--- src/rtl/mmio_timer_pkg.sv ---
// mmio_timer_pkg: shared definitions for the memory-mapped timer.
//   - Register byte offsets within the 32-byte window.
//   - CTRL and STATUS bit indices.
//   - Run-state encoding, which is derived from CTRL.EN.
package mmio_timer_pkg;

  localparam logic [4:0] TMR_CTRL     = 5'h00;
  localparam logic [4:0] TMR_PRESET   = 5'h04;
  localparam logic [4:0] TMR_COUNT    = 5'h08;
  localparam logic [4:0] TMR_STATUS   = 5'h0C;
  localparam logic [4:0] TMR_PRESCALE = 5'h10;

  localparam int unsigned TMR_EN_BIT   = 0;
  localparam int unsigned TMR_IE_BIT   = 1;
  localparam int unsigned TMR_AUTO_BIT = 2;
  localparam int unsigned TMR_PEND_BIT = 0;

  typedef enum logic {
    TMR_IDLE = 1'b0,
    TMR_RUN  = 1'b1
  } tmr_state_e;

endpackage

--- src/rtl/timer_prescaler.sv ---
// timer_prescaler: divides the clock while the timer runs.
// Produces a one-cycle tick every PRESCALE+1 clocks.
// Ports:
//   clk, rst (async, active-low)
//   run      : timer is in RUN; the counter advances only then
//   clear    : synchronous restart of the divider
//   prescale : terminal count
//   tick     : high in the cycle the divider reaches prescale while running
module timer_prescaler #(
  parameter int unsigned PRE_W = 16
) (
  input  logic             clk,
  input  logic             rst,
  input  logic             run,
  input  logic             clear,
  input  logic [PRE_W-1:0] prescale,
  output logic             tick
);

  logic [PRE_W-1:0] cnt;

  assign tick = run && (cnt == prescale);

  always_ff @(posedge clk or negedge rst) begin
    if (!rst) begin
      cnt <= '0;
    end else if (clear) begin
      cnt <= '0;
    end else if (run) begin
      cnt <= tick ? '0 : cnt + PRE_W'(1);
    end
  end

endmodule

--- src/rtl/mmio_timer.sv ---
// mmio_timer: down-counting timer on the CPU data bus.
// It supports one-shot and auto-reload modes.
// Its STATUS.PEND bit is write-1-to-clear.
// Optional feature macro: TIMER_PRESCALE_EN.
//   When defined, it adds the PRESCALE register and the timer_prescaler divider.
//   When undefined, the timer ticks on every clock in RUN.
// Ports:
//   clk, rst (async, active-low)
//   dm_w / dm_r   : store / load strobes
//   addr          : byte address; addr[4:2] selects the register
//   wdata         : store data
//   dm_op         : access size; ignored, all accesses are full words
//   rdata         : combinational load data, 0 unless an in-window load
//   irq           : PEND & IE
module mmio_timer
  import mmio_timer_pkg::*;
#(
  parameter logic [31:0] BASE_ADDR = 32'h0000_7F20,
  parameter int unsigned CNT_W     = 32,
  parameter int unsigned PRE_W     = 16
) (
  input  logic        clk,
  input  logic        rst,
  input  logic        dm_w,
  input  logic        dm_r,
  input  logic [31:0] addr,
  input  logic [31:0] wdata,
  input  logic [2:0]  dm_op,
  output logic [31:0] rdata,
  output logic        irq
);

  logic             ctrl_en, ctrl_ie, ctrl_auto, pend;
  logic [CNT_W-1:0] preset, count;
  logic             en_nxt, ie_nxt, auto_nxt, pend_nxt;
  logic [CNT_W-1:0] preset_nxt, count_nxt;
  logic             in_win, wr_sel, rd_sel, tick, expire, pre_clear;
  logic [4:0]       off;
  tmr_state_e       state;
  logic             bus_unused;

  assign in_win = (addr[31:5] == BASE_ADDR[31:5]);
  assign wr_sel = dm_w && in_win;
  assign rd_sel = dm_r && in_win;
  assign off    = {addr[4:2], 2'b00};
  assign bus_unused = ^{dm_op, addr[1:0]};

  assign state  = ctrl_en ? TMR_RUN : TMR_IDLE;
  assign expire = tick && (count == CNT_W'(1));
  assign irq    = pend & ctrl_ie;

  // The divider restarts on the IDLE->RUN edge.
  // It also restarts on any PRESCALE store.
  assign pre_clear = wr_sel && (((off == TMR_CTRL) && wdata[TMR_EN_BIT] && (state == TMR_IDLE))
                                || (off == TMR_PRESCALE));

`ifdef TIMER_PRESCALE_EN
  logic [PRE_W-1:0] prescale;
  logic             pre_tick;

  timer_prescaler #(.PRE_W(PRE_W)) u_prescaler (
    .clk      (clk),
    .rst      (rst),
    .run      (state == TMR_RUN),
    .clear    (pre_clear),
    .prescale (prescale),
    .tick     (pre_tick)
  );

  assign tick = pre_tick;

  always_ff @(posedge clk or negedge rst) begin
    if (!rst) begin
      prescale <= '0;
    end else if (wr_sel && (off == TMR_PRESCALE)) begin
      prescale <= wdata[PRE_W-1:0];
    end
  end
`else
  logic [PRE_W-1:0] prescale_unused;
  logic             pre_clear_unused;
  assign prescale_unused  = '0;
  assign pre_clear_unused = pre_clear;
  assign tick = (state == TMR_RUN);
`endif

  // Later assignments override earlier ones.
  //   - An expiry set of PEND beats a same-edge clear.
  //   - A CPU COUNT store beats a same-edge decrement or reload.
  //   - A CPU CTRL store beats the EN clear from expiry.
  always_comb begin
    en_nxt     = ctrl_en;
    ie_nxt     = ctrl_ie;
    auto_nxt   = ctrl_auto;
    preset_nxt = preset;
    count_nxt  = count;
    pend_nxt   = pend;

    if (tick && (count != '0)) count_nxt = count - CNT_W'(1);

    if (wr_sel && (off == TMR_STATUS) && wdata[TMR_PEND_BIT]) pend_nxt = 1'b0;

    if (expire) begin
      pend_nxt = 1'b1;
      if (ctrl_auto) begin
        count_nxt = preset;
        if (preset == '0) en_nxt = 1'b0;
      end else begin
        en_nxt = 1'b0;
      end
    end

    if (wr_sel) begin
      case (off)
        TMR_CTRL: begin
          en_nxt   = wdata[TMR_EN_BIT];
          ie_nxt   = wdata[TMR_IE_BIT];
          auto_nxt = wdata[TMR_AUTO_BIT];
          if (wdata[TMR_EN_BIT] && (state == TMR_IDLE) && (count == '0)) begin
            if (preset == '0) en_nxt = 1'b0;
            else              count_nxt = preset;
          end
        end
        TMR_PRESET: preset_nxt = wdata[CNT_W-1:0];
        TMR_COUNT:  count_nxt  = wdata[CNT_W-1:0];
        default: ;
      endcase
    end
  end

  always_ff @(posedge clk or negedge rst) begin
    if (!rst) begin
      ctrl_en   <= 1'b0;
      ctrl_ie   <= 1'b0;
      ctrl_auto <= 1'b0;
      pend      <= 1'b0;
      preset    <= '0;
      count     <= '0;
    end else begin
      ctrl_en   <= en_nxt;
      ctrl_ie   <= ie_nxt;
      ctrl_auto <= auto_nxt;
      pend      <= pend_nxt;
      preset    <= preset_nxt;
      count     <= count_nxt;
    end
  end

  always_comb begin
    rdata = '0;
    if (rd_sel) begin
      case (off)
        TMR_CTRL:     rdata = 32'({ctrl_auto, ctrl_ie, ctrl_en});
        TMR_PRESET:   rdata = 32'(preset);
        TMR_COUNT:    rdata = 32'(count);
        TMR_STATUS:   rdata = 32'(pend);
`ifdef TIMER_PRESCALE_EN
        TMR_PRESCALE: rdata = 32'(prescale);
`endif
        default:      rdata = '0;
      endcase
    end
  end

endmodule

--- config.mk ---
export PLATFORM = sky130hd
export DESIGN_NAME = mmio_timer
export DESIGN_NICKNAME = d
export VERILOG_FILES = /design/src/rtl/mmio_timer_pkg.sv /design/src/rtl/timer_prescaler.sv /design/src/rtl/mmio_timer.sv
export SDC_FILE = /design/constraint.sdc
export NUM_CORES = 1
export LEC_CHECK = 0
export CORE_MARGIN = 5
export CORE_UTILIZATION = 50
export CTS_BUF_LIST = sky130_fd_sc_hd__clkbuf_4 sky130_fd_sc_hd__clkbuf_8 sky130_fd_sc_hd__clkbuf_16
export DETAILED_ROUTE_END_ITERATION = 7
export GPL_TIMING_DRIVEN = 1
export PLACE_DENSITY_LB_ADDON = 0.08
export SLEW_MARGIN = 40
export SYNTH_ARGS = -nofsm -noshare
export SYNTH_HDL_FRONTEND = slang
export SYNTH_HIERARCHICAL = 1
export SYNTH_SLANG_ARGS = --single-unit
--- constraint.sdc ---
create_clock -name clk -period 4.25 [get_ports clk]
set_input_delay 0.425 -clock clk [delete_from_list [all_inputs] [get_ports clk]]
set_output_delay 0.425 -clock clk [all_outputs]
set_load 0.03 [all_outputs]
==> results of run 1 <==
[critical path, cell delays in order]
cell and delay, ns:
clkdlybuf4s50_1 0.52, nor2_1 0.27, and2_1 0.61, buf_4 0.35, a22oi_1 0.13, nor2_1 0.11
clkdlybuf4s50_1 0.68
[routing by layer]
layer | wire (um) | GRT usage | vias to the layer above
met3 | 1219 | 0.06001 | 14
met5 | 0 | 0 | -
met4 | 125 | 0.06846 | 0
met1 | 6237 | 0.3593 | 2211
li1 | - | - | 2099
met2 | 6647 | 0.4080 | 189
[synth_stat cells, types with 6 or more instances]
cell,number
dfrtp_1,68
nor2_1,56
a22oi_1,47
nand2_1,34
mux2_2,33
nor4_1,27
clkbuf_1,21
nor3_1,20
nand3_1,18
xnor2_1,16
a21oi_1,13
o221ai_1,12
nand4_1,10
o21ai_0,9
xor2_1,8
mux2i_1,6
or4_1,6
[per-stage QoR]
step                      instance area [um^2]  instances  power [uW]  worst slack [ns]
after CTS                                 5877        703        1323            0.7194
after detailed placement                  5670        687       763.4            0.7233
after global routing                      5879        703        1365            0.5050
after global placement                    5652        687       762.5            0.7378
final                                     5879        703        1316            0.7060
after floorplan                           4579        497       677.2             1.639
[sequential cells by signal, summed over array words and instances, names as in the netlist]
register / count
count: 32
preset: 32
ctrl_auto: 1
ctrl_en: 1
ctrl_ie: 1
pend: 1
[logic make-up (layout without fill, tap and decap cells)]
group | Yosys count | count (layout)
AND/OR/NAND/NOR | 215 | 215
AO/OA/AOI/OAI | 112 | 112
flip-flops | 68 | 68
multiplexers | 40 | 40
buffers and inverters | 36 | 131
XOR/XNOR | 24 | 24
adder cells (fa/ha/maj) | 2 | 2
[power breakdown]
part / switching [uW] / leakage, uW / internal, uW
Clock: 258 / 0.000106 / 308
Sequential: 0.0000635 / 0.000888 / 647
Combinational: 42.1 / 0.00130 / 61.5
[cell type report]
| cell class | count | share of cell area |
|---|---|---|
| multi-input cells | 393 | 0.4678 |
| clock inverters | 4 | 0.008087 |
| flip-flops and latches | 68 | 0.2894 |
| clock buffers | 12 | 0.02703 |
| well taps | 111 | 0.02362 |
| repair buffers | 110 | 0.1809 |
| inverters | 5 | 0.003192 |
[worst paths after layout]
check	end	slack, ns	depth (start not counted)
max in group asynchronous	count[20]$_DFF_PN0_	3.14	2
min in group clk	ctrl_ie$_DFFE_PN0P_	0.54	1
hold reg to reg	ctrl_ie$_DFFE_PN0P_	0.54	1
hold / removal	preset[1]$_DFFE_PN0P_	0.13	1
setup / recovery	rdata[31]	0.71	7
setup reg to reg	count[10]$_DFF_PN0_	0.80	9
==> reports/metrics.yaml, run 1 <==
irDropWorstVdd_v: 0.0001601
dr.pass1.iters: 6
gp_congestion: 0.8734
min_period_over_period: 0.8339
required_ns: 3.83
yosys_warnings: 6
status: "completed"
syn2layout_area_growth_pct: 28.39
portBuffers: 98
setup_viol: 0
ant_nets: 0
synth_ff_type: "dfrtp_1"
dpl.hpwl_mm: 10.09
path_class: "input port to output pin"
final_cell_mix: "clkdlybuf4s50_1, dfrtp_1, nor2_1, a22oi_1, nand2_1"
leakage_uw: 0.002291
synthAdderAreaFrac: 0.005464
post_cts_buffers: 0
floorplan.die_area_um2: 11170
grt-ovfl-total: 0
end_kind: "output pin"
drtIter0Drc: 285
hp-class: "input port to async pin"
multiInputGateArea_um2: 2750
fin_skew_ns: 0.01069
antenna_found_initial: 0
final_common_cell: "clkdlybuf4s50_1"
fin_util: 0.6486
vias_per_cell: 6.420
seq_area_frac_synth: 0.3716
clk_path_buf_depth: 2
drcViolationCount: 0
cts-root-buf: "clkbuf_8"
core_um2: 9065
synth.area.mux_share: 0.09918
cts_buffers: 9
drv_slew: 0
yosys-top-cells-area: "dfrtp_1, mux2_2, a22oi_1"
cap_violations: 0
critPathLaunchType: "input port"
io_pins: 104
period_minus_slack_ns: 3.544
final_hold_viol_count: 0
fin_tns_setup_ns: 0
synth_xor_area_frac: 0.04590
wl_mm: 14.23
rows: 35
clk_pin_slew_ns: 0.08
synth-edff-count: 0
register_area_um2: 1702
synth_top_area_frac: 0.3716
grt_pass1_vias: 4458
syn-cell-area_um2: 4579
drive_above_1_share: 0.1520
clock.fmax_mhz: 282.2
cp.arrival_ns: 3.12
holdWs_ns: 0.1292
synth_area_per_cell_um2: 9.214
ys_ff_latch: 68
cts_resized: 0
diodes: 0
fp.dieH_um: 105.7
vias: 4513
grt_max_degree: 38
die_w_um: 105.7
grt_pass1_wl_mm: 23.45
tightest_slew_ns: 0.8370
rsz0062_at_grt: "no"
avgRoutedWirePerCell_um: 20.24
fill_cells: 800
r2r_start: "count[0]$_DFF_PN0_"
async_reset_ff_frac: 1.000
synth_top_family_by_area: "simple AND/OR/NAND/NOR gates"
tritoncts: "yes"
power_density_nw_per_um2: 223.8
htree_num_levels: 3
numClockSinks: 68
relSlewSlack: 0.4390
crit_fanout: 16
yosysUniqueCellTypes: 58
insertion_delay_ns: 0.35
synth-compound-area-share: 0.1814
yosys.area_share.simple: 0.2623
start_util: 0.5052
syn_inst: 497
grt_usage: 0.2590
startpoint: "addr[2]"
nNetsFinal: 660
synth.net_count: 570
synth_top_cell_by_area: "dfrtp_1"
holdBufCountCts: 0
(Power assumes the default switching activity.)
==> inputs of run 2 (changes only) <==
==> constraint.sdc (replaced) <==
create_clock -name clk -period 3.4 [get_ports clk]
set_input_delay 0.34 -clock clk [delete_from_list [all_inputs] [get_ports clk]]
set_output_delay 0.34 -clock clk [all_outputs]
set_load 0.03 [all_outputs]
==> run 2 against run 1 <==
- sequential power is 25% higher
- sequential cell count unchanged
- wire length up 0.92%
- non-clock buffer count grew 13
- first-iteration DRC count increased by 26%
- clock power rose by 23%
- core utilization increased by 0.069 points
- worst hold slack improved by 0.34 ns
- critical path type is now flip-flop to flip-flop
- critical endpoint is now count[25]$_DFF_PN0_
- largest power group unchanged
==> reports/metrics.yaml, run 2 (same netlist as run 1, synthesis figures left out) <==
fin_ws_ns: 0.4581
portBuffers: 98
antenna_found_initial: 0
clk_path_buf_depth: 2
clock.fmax_mhz: 339.9
drv_slew: 0
rsz0062_at_grt: "no"
dpl.hpwl_mm: 10.33
rows: 35
setup_viol: 0
vias: 4555
cts_buffers: 9
io_pins: 104
cap_violations: 0
dr.pass1.iters: 5
grt_usage: 0.2656
gp_congestion: 0.8810
htree_num_levels: 3
crit_fanout: 17
post_cts_buffers: 0
wl_mm: 14.36
relSlewSlack: 0.4792
final_common_cell: "dfrtp_1"
avgRoutedWirePerCell_um: 20.06
final_hold_viol_count: 0
grt_pass1_wl_mm: 23.83
placedCellCount: 699
leakage_uw: 0.002387
numClockSinks: 68
min_period_over_period: 0.8653
nNetsFinal: 673
fp.dieH_um: 105.7
grt_max_degree: 37
grt-ovfl-total: 0
fill_cells: 796
drcViolationCount: 0
cts-root-buf: "clkbuf_8"
end_kind: "flip-flop"
insertion_delay_ns: 0.36
vias_per_cell: 6.362
cts_resized: 0
die_w_um: 105.7
drtIter0Drc: 358
drive_above_1_share: 0.2182
ant_nets: 0
syn2layout_area_growth_pct: 28.52
final_cells: 716
period_minus_slack_ns: 2.942
tightest_slew_ns: 0.7812
diodes: 0
status: "completed"
clk_pin_slew_ns: 0.08
hp-class: "input port to async pin"
floorplan.die_area_um2: 11170
grt_pass1_vias: 4553
start_util: 0.5052
required_ns: 3.64
cp.arrival_ns: 3.18
core_um2: 9065
irDropWorstVdd_v: 0.0001925
tritoncts: "yes"
holdWs_ns: 0.4699
critPathLaunchType: "flip-flop"
power_density_nw_per_um2: 278.1
place_worst_setup_slack_ns: 0.4673
path_class: "flip-flop to flip-flop"
fin_skew_ns: 0.01240
final_cell_mix: "dfrtp_1, clkdlybuf4s50_1, buf_4, nor2_1, a22oi_1"
reg_top3: "count x32, preset x32"
fin_tns_setup_ns: 0
run 2: power by group:
part	total (uW)	internal (uW)	switching [uW]	leakage, uW
Sequential	808	808	0.0000809	0.000888
Clock	696	357	338	0.0000983
Combinational	133	79.2	54.2	0.00140
run 2: layout make-up:
cell class	count	area [um^2]	share of cell area
clock buffer	10	137.6	0.02338
clock inverter	6	63.81	0.01084
inverter	5	18.77	0.003189
multi-input combinational	393	2736	0.4649
sequential	68	1702	0.2891
tap	111	138.9	0.02360
timing repair buffer	123	1089	0.1849
run 2: stage by stage:
stage / area (um^2) / power [uW] / utilization
after floorplan: 4579 / 846.5 / -
after global placement: 5664 / 954.5 / 0.6248
after detailed placement: 5672 / 957.0 / 0.6257
after CTS: 5873 / 1644 / 0.6479
after global routing: 5886 / 1691 / 0.6493
final: 5886 / 1637 / 0.6493
run 2: worst max-delay path, stage by stage (launching register included):
cell and delay (ns):
dfrtp_1 0.46, nor4_4 0.38, nand2_1 0.25, or2_2 0.47
nor4_2 0.62, a21oi_4 0.29, o221ai_1 0.27, nand2_1 0.07
run 2: worst paths after layout:
check                      slack (ns)  cells after the start           startpoint                endpoint
max                              0.46                      7  count[19]$_DFF_PN0_     count[25]$_DFF_PN0_
max reg2reg                      0.46                      7  count[19]$_DFF_PN0_     count[25]$_DFF_PN0_
min                              0.47                      2                  rst   preset[2]$_DFFE_PN0P_
min in group clk                 0.53                      1  ctrl_ie$_DFFE_PN0P_     ctrl_ie$_DFFE_PN0P_
min reg2reg                      0.53                      1  ctrl_ie$_DFFE_PN0P_     ctrl_ie$_DFFE_PN0P_
max in group asynchronous        2.08                      3                  rst  preset[21]$_DFFE_PN0P_
run 2: repair_timing:
item | 4_1_cts | 5_1_grt
endpoints found under the setup margin | 0 | 0
endpoints found under the hold margin | 0 | 32
hold buffers | 0 | 1
run 2: layer usage:
metal / GRT usage / vias to the layer above / share of wire
met3: 0.07287 / 25 / 0.088
met2: 0.4117 / 198 / 0.46
met5: 0 / - / 0
met4: 0.08511 / 0 / 0.018
li1: - / 2117 / -
met1: 0.3610 / 2215 / 0.44
